<file path="config.mk">
export PLATFORM = sky130hd
export DESIGN_NAME = frame_sequencer
export DESIGN_NICKNAME = d
export VERILOG_FILES = /design/src/rtl/frame_sequencer.sv
export SDC_FILE = /design/constraint.sdc
export NUM_CORES = 1
export LEC_CHECK = 0
export BUFFER_PORTS_ARGS = -buffer_cell sky130_fd_sc_hd__clkbuf_2
export CORE_AREA = 5 5 99 101
export DETAILED_ROUTE_END_ITERATION = 10
export DIE_AREA = 0 0 104 106
export SYNTH_ARGS = -nofsm -noshare
export SYNTH_HDL_FRONTEND = slang
export SYNTH_SLANG_ARGS = --single-unit
export TNS_END_PERCENT = 5
</file>
<file path="constraint.sdc">
create_clock -name clk_i -period 2.9 [get_ports clk_i]
set_clock_uncertainty 0.05 [all_clocks]
set_input_delay 0.145 -clock clk_i [delete_from_list [all_inputs] [get_ports clk_i]]
set_output_delay 0.145 -clock clk_i [all_outputs]
set_load 0.01 [all_outputs]
</file>
<file path="src/rtl/frame_sequencer.sv">
// Frame-level controller for the UART Sobel pipeline: admits one frame of pixels,
// injects flush pixels, drops warm-up results and forwards one frame of results.
module frame_sequencer #(
  parameter int unsigned linewidth_px_p = 480,
  parameter int unsigned frame_lines_p  = 480,
  parameter int unsigned warmup_px_p    = linewidth_px_p + 1,
  parameter int unsigned width_out_p    = 16
) (
  input  logic                   clk_i,
  input  logic                   reset_i,
  input  logic                   in_valid_i,
  input  logic [31:0]            in_data_i,
  output logic                   in_ready_o,
  output logic                   pix_valid_o,
  output logic [31:0]            pix_data_o,
  input  logic                   pix_ready_i,
  input  logic                   res_valid_i,
  input  logic [width_out_p-1:0] res_data_i,
  output logic                   res_ready_o,
  output logic                   out_valid_o,
  output logic [width_out_p-1:0] out_data_o,
  output logic                   out_last_o,
  input  logic                   out_ready_i,
  output logic                   busy_o,
  output logic                   frame_done_o,
  output logic [2:0]             state_o
);

  localparam int unsigned frame_px_lp = linewidth_px_p * frame_lines_p;
  localparam int unsigned total_lp    = frame_px_lp + warmup_px_p;
  localparam int unsigned cnt_w_lp    = $clog2(total_lp + 1);

  localparam logic [cnt_w_lp-1:0] frame_px_c   = cnt_w_lp'(frame_px_lp);
  localparam logic [cnt_w_lp-1:0] frame_m1_c   = cnt_w_lp'(frame_px_lp - 1);
  localparam logic [cnt_w_lp-1:0] frame_last_c = cnt_w_lp'(frame_px_lp - 1);
  localparam logic [cnt_w_lp-1:0] total_c      = cnt_w_lp'(total_lp);
  localparam logic [cnt_w_lp-1:0] total_m1_c   = cnt_w_lp'(total_lp - 1);
  localparam logic [cnt_w_lp-1:0] warmup_c     = cnt_w_lp'(warmup_px_p);

  typedef enum logic [2:0] {
    IDLE   = 3'd0,
    STREAM = 3'd1,
    FLUSH  = 3'd2,
    DRAIN  = 3'd3,
    DONE   = 3'd4
  } state_e;

  state_e              state_q, state_nxt;
  logic [cnt_w_lp-1:0] in_cnt_q, res_cnt_q, res_cnt_inc;
  logic                frame_done_q;
  logic                active, pix_hs, res_hs, res_counted;
  logic [cnt_w_lp:0]   k_rel;
  logic                in_warmup, past_end, forward, is_last;

  assign active = (state_q == STREAM) || (state_q == FLUSH) || (state_q == DRAIN);
  assign pix_hs = pix_valid_o & pix_ready_i;
  assign res_hs = res_valid_i & res_ready_o;

  // Result index relative to the first forwarded result; the borrow bit marks warm-up.
  assign k_rel     = {1'b0, res_cnt_q} - {1'b0, warmup_c};
  assign in_warmup = k_rel[cnt_w_lp];
  assign past_end  = !in_warmup && (k_rel[cnt_w_lp-1:0] >= frame_px_c);
  assign is_last   = !in_warmup && (k_rel[cnt_w_lp-1:0] == frame_last_c);
  assign forward   = !in_warmup && !past_end;

  assign res_counted = active && res_hs && (res_cnt_q != total_c);
  assign res_cnt_inc = res_cnt_q + cnt_w_lp'(res_counted);

  // State, counters and the done pulse.
  always_ff @(posedge clk_i) begin
    if (reset_i) begin
      state_q      <= IDLE;
      in_cnt_q     <= '0;
      res_cnt_q    <= '0;
      frame_done_q <= 1'b0;
    end else begin
      state_q      <= state_nxt;
      frame_done_q <= (state_nxt == DONE);
      if (state_q == IDLE) begin
        in_cnt_q  <= '0;
        res_cnt_q <= '0;
      end else begin
        if (pix_hs && (in_cnt_q != total_c)) in_cnt_q <= in_cnt_q + cnt_w_lp'(1);
        res_cnt_q <= res_cnt_inc;
      end
    end
  end

  // Next state and pixel-side outputs.
  always_comb begin
    state_nxt   = state_q;
    in_ready_o  = 1'b0;
    pix_valid_o = 1'b0;
    pix_data_o  = '0;
    case (state_q)
      IDLE: begin
        if (in_valid_i) state_nxt = STREAM;
      end
      STREAM: begin
        pix_valid_o = in_valid_i;
        pix_data_o  = in_data_i;
        in_ready_o  = pix_ready_i;
        if (in_valid_i && pix_ready_i && (in_cnt_q == frame_m1_c))
          state_nxt = (warmup_px_p == 0) ? DRAIN : FLUSH;
      end
      FLUSH: begin
        pix_valid_o = 1'b1;
        if (pix_ready_i && (in_cnt_q == total_m1_c)) state_nxt = DRAIN;
      end
      DRAIN: begin
        if (res_cnt_inc == total_c) state_nxt = DONE;
      end
      DONE: begin
        state_nxt = IDLE;
      end
      default: begin
        state_nxt = IDLE;
      end
    endcase
  end

  // Result side: forward the frame window, drop everything else.
  always_comb begin
    res_ready_o = 1'b1;
    out_valid_o = 1'b0;
    out_last_o  = 1'b0;
    if (active && forward) begin
      out_valid_o = res_valid_i;
      res_ready_o = out_ready_i;
      out_last_o  = is_last;
    end
  end

  assign out_data_o   = res_data_i;
  assign busy_o       = (state_q != IDLE);
  assign frame_done_o = frame_done_q;
  assign state_o      = state_q;

endmodule

</file>
======== After elaboration in Yosys (flattened, before gate mapping) ========
Index checks and enable logic that the tools add are counted.
word-level totals
  register bits after elaboration ......... 40
  bits in latches ......................... 0
  bits in writable memories ............... 0
  bits in read-only memories .............. 0
  input port bits ......................... 54
  output and inout bits ................... 58
  logic and storage cells ................. 48
  memories kept ........................... 0
cells by class
  add/sub/neg operators ................... 3
  multipliers ............................. 0
  div/mod/pow operators ................... 0
  magnitude comparators ................... 1
  eq/ne operators ......................... 10
  shift operators ......................... 0
  multiplexer cells ....................... 11
  bitwise gates (word level) .............. 2
  reductions and logical operators ........ 17
operator list
  kind                                                                  count
  18-bit == test, second input constant                                 4
  18-bit inequality test, second input constant                         2
  32-bit two-way mux                                                    1
  18-bit by 9-bit subtractor with 19-bit output, second input constant  1
  18-bit by 1-bit adder with 18-bit output                              1
  18-bit by 1-bit adder with 18-bit output, second input constant       1
  18-bit greater-or-equal comparator, second input constant             1
  3-bit two-way mux                                                     4
  3-bit one-hot mux with 4 select lines                                 1
  1-bit logical AND                                                     10
  3-bit by 2-bit == test with 1-bit output, second input constant       2
  1-bit two-way mux                                                     4
  3-bit by 1-bit == test with 1-bit output, second input constant       1
  3-bit == test, second input constant                                  1
  3-bit logical NOT                                                     1
  3-bit nonzero test                                                    1
  1-bit bitwise AND                                                     2
  1-bit logical NOT                                                     2
  1-bit logical OR                                                      2
  1-bit one-hot mux with 2 select lines                                 1
  2-bit OR reduction                                                    1

======== Longest topological paths before layout ========
Gate-level depths: netlist of the first run.
  depth in word-level cells ............... 15
  depth in mapped cells ................... 15
  gate-level depth less buffers ........... 14

======== Worst setup path after synthesis of the first run ========
Ideal clock, no wire load.
  path kind ............................... register -> register
  from .................................... reg res_cnt_q[2]
  to ...................................... reg frame_done_q (netlist: frame_done_o)
  setup time .............................. 0.116 ns
  arrival time ............................ 3.002 ns
  required time ........................... 2.734 ns
  slack ................................... -0.269 ns
  cell stages (with the launch flop) ...... 16
  buffers on the path ..................... 1
  period minus slack after synthesis ...... 3.169 ns
  cell sequence ........................... dfxtp_1 -> buf_4 -> nor4_1 -> a21oi_1 -> o21ai_0 -> a21boi_0 -> a311oi_1 -> a211oi_1 -> ha_1 -> ha_1 -> and4_1 -> nand4_2 -> and4bb_1 -> nor3_1 -> nor4_2 -> and4_1
between the ends
  cells in the longest elaborated chain, start to end .. 15
  elaborated cells between the ends (all ways) .. 17
  classes of those cells .................. 2 x add/sub; 1 x order compare; 3 x eq/ne; 3 x mux; 1 x bitwise; 7 x reduce/logical
RTL lines
  element                                                                         RTL line  RTL
  start, declared                                                                 49        logic [cnt_w_lp-1:0] in_cnt_q, res_cnt_q, res_cnt_inc;
  start signal, assigned                                                          84        res_cnt_q <= res_cnt_inc;
  18-bit by 9-bit subtractor with 19-bit output                                   60        assign k_rel = {1'b0, res_cnt_q} - {1'b0, warmup_c};
  18-bit greater-or-equal comparator / 1-bit logical NOT (equally long branches)  62, 64
  1-bit logical AND                                                               62        assign past_end = !in_warmup && (k_rel[cnt_w_lp-1:0] >= frame_px_c);
  1-bit logical NOT                                                               64        assign forward = !in_warmup && !past_end;
  1-bit logical AND                                                               64
  1-bit logical AND                                                               127       if (active && forward) begin
  1-bit two-way mux                                                               127
  1-bit bitwise AND                                                               57        assign res_hs = res_valid_i & res_ready_o;
  1-bit logical AND (2 in a row)                                                  66        assign res_counted = active && res_hs && (res_cnt_q != total_c);
  18-bit by 1-bit adder with 18-bit output (*)                                    67        assign res_cnt_inc = res_cnt_q + cnt_w_lp'(res_counted);
  18-bit == test (*)                                                              111       if (res_cnt_inc == total_c) state_nxt = DONE;
  3-bit two-way mux (*)                                                           111
  3-bit one-hot mux with 4 select lines (*)                                       95        case (state_q)
  3-bit == test (*)                                                               78        frame_done_q <= (state_nxt == DONE);
  end signal, assigned                                                            78
  end, declared                                                                   50        logic frame_done_q;
Every way passes the cells marked *; elsewhere a longest branch is shown, timed or not.
A chain may end at the register's enable or synchronous reset.

======== Final worst setup path of the first run ========
  from .................................... reg res_cnt_q[5]
  to ...................................... reg state_q[2] (netlist: state_o[2])
between the ends
  cells in the longest elaborated chain, start to end .. 14
  elaborated cells between the ends (all ways) .. 16
  classes of those cells .................. 2 x add/sub; 1 x order compare; 2 x eq/ne; 3 x mux; 1 x bitwise; 7 x reduce/logical
RTL lines
  element                                                                         RTL line  RTL
  18-bit by 9-bit subtractor with 19-bit output                                   60
  18-bit greater-or-equal comparator / 1-bit logical NOT (equally long branches)  62, 64
  1-bit logical AND                                                               62
  1-bit logical NOT                                                               64
  1-bit logical AND                                                               64
  1-bit logical AND                                                               127
  1-bit two-way mux                                                               127
  1-bit bitwise AND                                                               57
  1-bit logical AND (2 in a row)                                                  66
  18-bit by 1-bit adder with 18-bit output (*)                                    67
  18-bit == test (*)                                                              111
  3-bit two-way mux (*)                                                           111
  3-bit one-hot mux with 4 select lines (*)                                       95
  end signal, assigned                                                            77        state_q <= state_nxt;
  end, declared                                                                   48        state_e state_q, state_nxt;
Marks and branches as above.

==> results of run 1 <==
-- power by group through the flow --
stage,sequential (mW),clock (mW),combinational [mW]
after floorplan,0.565,0,0.0856
after global placement,0.564,0,0.128
after detailed placement,0.564,0,0.128
after CTS,0.551,0.392,0.129
after global routing,0.551,0.414,0.142
final,0.551,0.378,0.129
-- final cells by class --
type | instances | area (um2) | area share, %
clock buffer | 6 | 82.58 | 2.430
timing repair buffer | 119 | 699.4 | 20.58
multi-input combinational | 230 | 1612 | 47.42
inverter | 13 | 48.80 | 1.436
tap | 111 | 138.9 | 4.087
sequential | 40 | 807.0 | 23.75
clock inverter | 2 | 10.01 | 0.2946
-- metal layers --
| layer | global-route usage (%) | vias to the layer above |
|---|---|---|
| li1 | - | 1254 |
| met1 | 16.06 | 1151 |
| met2 | 18.17 | 24 |
| met3 | 2.429 | 5 |
| met4 | 2.405 | 0 |
| met5 | 0 | - |
-- logic make-up after synthesis --
| kind of cell | Yosys count |
|---|---|
| xor+xnor | 29 |
| buf+inv | 47 |
| flops | 40 |
| simple gates | 166 |
| compound gates | 28 |
| fa+ha+maj | 5 |
| mux | 2 |
-- repair_timing --
action	4_1_cts	5_1_grt
endpoints found under the setup margin	4	7
resized for setup	16	10
buffers inserted	5	2
pin swaps	17	9
hold buffers	0	0
-- critical path, delay by kind of cell (launching register included) --
family,cells,cell delay [ps]
AOI/OAI and AO/OA,1,240
adders and majority gates,2,420
buffers and inverters,3,430
DFF,1,320
and+or+nand+nor,9,1450
-- final timing paths --
kind	startpoint	endpoint	slack, ps	depth (start not counted)
setup / recovery	res_cnt_q[5]	state_o[2]	-70	15
hold / removal	reset_i	state_o[0]	20	2
setup reg to reg	res_cnt_q[5]	state_o[2]	-70	15
hold reg to reg	in_cnt_q[17]	in_cnt_q[17]	470	2
-- metrics by stage --
| stage | cell area, um2 | setup WS [ps] | total power [mW] |
|---|---|---|---|
| floorplan | 2576 | -14.71 | 0.6504 |
| CTS | 3341 | -110.9 | 1.072 |
| detailed placement | 3149 | -240.5 | 0.6922 |
| finish | 3398 | -65.49 | 1.058 |
| global route | 3398 | -214.2 | 1.107 |
| global placement | 3149 | -223.6 | 0.6915 |
-- flip-flops by register name (all words and copies together), names as in the netlist --
signal	flops
res_cnt_q	18
in_cnt_q	18
state_o	3
frame_done_o	1
-- layout by cell type, fill, tap and decap left out, types with 5 or more instances in the layout --
| cell | instances |
|---|---|
| clkbuf_2 | 79 |
| nor2_1 | 40 |
| buf_4 | 39 |
| and2_1 | 35 |
| dfxtp_1 | 35 |
| xnor2_1 | 17 |
| inv_1 | 13 |
| nand3_1 | 13 |
| nand2_1 | 11 |
| xor2_1 | 11 |
| nor3_1 | 11 |
| nand4_1 | 8 |
| or3_1 | 6 |
| clkbuf_8 | 6 |
| and4_1 | 5 |
| a21oi_1 | 5 |
| dfxtp_2 | 5 |
==> results.yml, run 1 <==
finish:
  areaGrowthSynthToFinish_pct: 33.46
  fill_cells: 937
  num-nets-final: 468
  instances_no_fill: 521
  num_antenna_cells: 0
  drive_gt1_share_pct: 39.76
  final_util_pct: 38.04
floorplan:
  die_area_mm2: 0.01102
  rows: 35
  core_mm2: 0.008934
  ios: 112
  start_util_pct: 28.50
  die_h_um: 106
  chipWidth_um: 104
synth:
  ys_seq_area_share_pct: 31.45
  yosysMostFrequentCell: "nor2_1"
  async_reset_ff_share_pct: 0
  synth_common_cells: "nor2_1, dfxtp_1, and2_1, buf_4, xnor2_1"
  synth_top_area_cell: "dfxtp_1"
  synth_compound_area_share_pct: 7.469
  synthCells: 317
  synth_enable_flop_cells: 0
  yosys.area_share.simple_pct: 37.35
  ys_warn_count: 0
  synth_mux_area_share_pct: 0.7862
  yosys_most_used_dff: "dfxtp_1"
  synth_xor_area_share_pct: 10.27
  avgSynthCellArea_um2: 8.032
  syn_area_mm2: 0.002546
  synth_area_leaders: "dfxtp_1, and2_1, nor2_1, xnor2_1, buf_4"
  synthAdderAreaFrac_pct: 2.457
  synth_seq_cells: 40
  syn_nets: 376
  synth_top_family_by_area: "simple AND/OR/NAND/NOR gates"
  synth_cell_types: 48
  synth_top_area_share_pct: 31.45
placed_design:
  gp_congestion: 0.8774
  io_buffers: 79
  dp_hpwl_mm: 5.079
  place_inst: 506
timing:
  worst_pin_slew_ps: 578.1
  setup_tns_ps: -211.0
  fin_crit_ps: 2965
  setup-violations-final: 4
  post-route-period-util_pct: 102.3
  holdWs_ps: 16.55
  relSlewSlack_pct: 61.11
  fmax_ghz: 0.3372
  layout_setup_ws_ps: -65.49
  maxSlewViolCount: 0
  final-hold-violation-count: 0
  rsz0062_at_grt: "true"
pwr:
  seq_power_share_pct: 52.1
  intPower_mw: 0.8004
  peakVddDrop_mv: 0.2046
  combPwrFrac_pct: 12.2
  switching_share_pct: 24.34
  p_clk_share_pct: 35.7
  switching_power_mw: 0.2575
  p_leak_nw: 1.374
  power_density_mw_per_mm2: 311.3
routing:
  vias_per_cell: 4.672
  wl_per_cell_um: 13.12
  vias: 2434
  wl_met1_mm: 3.225
  met2WireLength_mm: 3.372
  drtIter0Drc: 113
  dr.pass1.iters: 4
  ant_nets: 0
  drt-total-wl_mm: 6.837
  drc: 0
  wl_met3_um: 191
  top_layer_used: "met4"
flow_run:
  maxCapViolCount: 0
global_routing:
  antenna_found_initial: 0
  grt_max_degree: 37
  first_global_vias: 2236
  grtUsageTotal_pct: 11.47
  grt_overflow: 0
  grt_pass1_wl_mm: 10.89
clock_tree:
  clockRootBuffer: "clkbuf_8"
  cts_tree: "yes"
  path_clk_slew_ps: 70
  cts_sinks: 40
  htree_levels: 2
  cts_buffer_depth: 2
  cts-buffers-inserted: 5
  clock_latency_ps: 290
critical_path:
  max_stage_delay_ps: 320
  crit_chain: "buf_4 -> buf_4 -> and4_4 -> nand4_1 -> nor3b_2 -> a211oi_2 -> ha_2 -> ha_4 -> and4_4 -> nand4_4 -> and4bb_1 -> nor3_2 -> nor4_2 -> buf_4 -> and4_1"
  crit_path_start_kind: "flop"
  critPathRequiredTime_ps: 3090
  cp.arrival_ps: 3150
  end_kind: "flop"
  crit_top_cell: "buf_4"
  crit_type: "reg -> reg"
  crit_fanout: 7
  crit_path_top_delay_cell: "dfxtp_2"
run_status:
  violations: "negative setup slack"
  status: "finished, violations left"
hold_path:
  hold_class: "in -> reg"
(Power assumes the default switching activity.)
==> run 2, diff against run 1 <==
--- a/config.mk
+++ b/config.mk
@@ -6,9 +6,9 @@
 export NUM_CORES = 1
 export LEC_CHECK = 0
 export BUFFER_PORTS_ARGS = -buffer_cell sky130_fd_sc_hd__clkbuf_2
-export CORE_AREA = 5 5 99 101
+export CORE_AREA = 2 2 96 98
 export DETAILED_ROUTE_END_ITERATION = 10
-export DIE_AREA = 0 0 104 106
+export DIE_AREA = 0 0 98 100
 export SYNTH_ARGS = -nofsm -noshare
 export SYNTH_HDL_FRONTEND = slang
 export SYNTH_SLANG_ARGS = --single-unit
==> run 2 against run 1 <==
Compared with the run above:
- the run still ends with negative setup slack left
- critical path depth stayed put
- design area is 0.70% lower
- core utilization is 0.080 points lower
- first-iteration DRC count is 32% lower
- sequential cell count stayed put
- register-to-register slack worse by 80 ps
- count of clock-buffer cells in the layout is 2 higher
- clock power hardly changed
- sequential power hardly changed
- via count is 1.3% higher
- setup slack worse by 84 ps
- global-route usage is 1.4 points higher
- critical path type unchanged
==> results.yml, run 2 (synthesis gave the netlist of run 1 again) <==
critical_path:
  rr_endpoint: "state_o[2]"
  crit_path_start_kind: "flop"
  cp.arrival_ps: 3230
  cp_top_family: "simple AND/OR/NAND/NOR gates"
  rrSetupSlack_ps: -150
  reg2reg_from: "res_cnt_q[1]"
  r2r_cells: 15
  crit_type: "reg -> reg"
  max_stage_delay_ps: 340
  crit_cells: 15
  path_buf_inv: 2
  critPathRequiredTime_ps: 3080
  end_kind: "flop"
  crit_fanout: 4
  crit_path_top_delay_cell: "dfxtp_2"
  crit_chain: "nor4_4 -> a21oi_2 -> o21ai_2 -> a21boi_2 -> a311oi_2 -> a211oi_2 -> ha_2 -> buf_6 -> and4_4 -> and2_1 -> o21ai_1 -> o2111ai_1 -> nor4_2 -> buf_4 -> and4_1"
finish:
  num_antenna_cells: 0
  areaGrowthSynthToFinish_pct: 32.53
  final_cell_mix: "clkbuf_2, nor2_1, buf_4"
  final_common_cell: "clkbuf_2"
  fin_area_mm2: 0.003374
  num-nets-final: 469
  drive_gt1_share_pct: 37.71
clock_tree:
  htree_levels: 2
  cts_sinks: 40
  cts_buffer_depth: 2
  clockRootBuffer: "clkbuf_8"
  clock_latency_ps: 280
  path_clk_slew_ps: 80
  hold_buffers: 0
  cts-buffers-inserted: 5
  cts_tree: "yes"
floorplan:
  chipWidth_um: 98
  ios: 112
  core_mm2: 0.008890
  rows: 35
  die_area_mm2: 0.009800
  start_util_pct: 28.64
  die_h_um: 100
global_routing:
  grt_overflow: 0
  grt_max_degree: 37
  antenna_found_initial: 0
  grt_pass1_wl_mm: 10.61
  grtUsageTotal_pct: 12.92
  first_global_vias: 2197
pwr:
  power_density_mw_per_mm2: 312.6
  peakVddDrop_mv: 0.1616
  power.total_mw: 1.055
  p_leak_nw: 1.362
timing:
  setup_tns_ps: -551.0
  layout_setup_ws_ps: -149.5
  holdWs_ps: 28.52
  rsz0062_at_grt: "true"
  relSlewSlack_pct: 58.43
  fin_crit_ps: 3050
  final-hold-violation-count: 0
  post-route-period-util_pct: 105.2
  setup-violations-final: 4
  fmax_ghz: 0.3279
  worst_pin_slew_ps: 617.8
  maxSlewViolCount: 0
hold_path:
  holdPathStages: 2
  hold_class: "in -> reg"
  hp-start: "reset_i"
  min_to: "state_o[0]"
run_status:
  status: "finished, violations left"
  violations: "negative setup slack"
routing:
  vias: 2466
  dr.pass1.iters: 4
  drt-total-wl_mm: 6.625
  wl_per_cell_um: 12.69
  vias_per_cell: 4.724
  drtIter0Drc: 77
  drc: 0
  ant_nets: 0
placed_design:
  dp_hpwl_mm: 4.842
  gp_congestion: 0.7930
  placed_cell_area_mm2: 0.003164
  io_buffers: 79
flow_run:
  maxCapViolCount: 0
-- run 2: changes by cell type in the layout (fill, tap and decap cells not counted), sizes merged --
cell / previous run / this run
clkbuf: 85 / 87
buf: 40 / 41
clkinv: 2 / 0
-- run 2: metrics by stage --
step	setup slack (ps)	cells	util, %
finish	-149.5	522	37.96
global route	-382.2	522	37.96
CTS	-72.40	519	37.44
detailed placement	-173.9	508	35.59
global placement	-68.62	508	35.59
floorplan	-14.71	317	-
-- run 2: where the power goes --
part           leakage [nW]  switching [mW]  total [mW]  internal [mW]
Clock                0.0455           0.181       0.375          0.194
Sequential            0.323        0.000866       0.551          0.550
Combinational         0.993          0.0683       0.128         0.0602
Total                  1.36           0.250        1.05          0.805
-- run 2: area by class of cell --
class / instances / area, um2
Tap cell: 111 / 138.9
Clock buffer: 8 / 90.09
Sequential cell: 40 / 803.3
Fill cell: 933 / 5515
Inverter: 13 / 48.80
Multi-Input combinational cell: 230 / 1587
Timing Repair Buffer: 120 / 706.9
-- run 2: worst max-delay path by stage --
stage / startpoint / to / slack [ps]
5_1_grt: res_cnt_q[5] / state_o[2] / -380
3_5_place_dp: res_cnt_q[4] / state_o[2] / -170
3_3_place_gp: res_cnt_q[4] / frame_done_o / -70
6_report: res_cnt_q[1] / state_o[2] / -150
2_1_floorplan: res_cnt_q[5] / frame_done_o / -10
4_1_cts: res_cnt_q[8] / state_o[2] / -70
-- run 2: layer usage --
layer | track usage [%] | up-vias | share of wire, %
li1 | - | 1256 | -
met1 | 19.07 | 1158 | 48
met2 | 19.70 | 43 | 49
met3 | 2.228 | 9 | 2.7
met4 | 2.885 | 0 | 1.1
met5 | 0 | - | 0
-- run 2: repair_timing --
item,4_1_cts,5_1_grt
setup endpoints to repair,4,8
gates resized for setup,12,6
pin swaps,15,10
buffers inserted,3,3
endpoints found under the hold margin,0,0
cloned,0,0
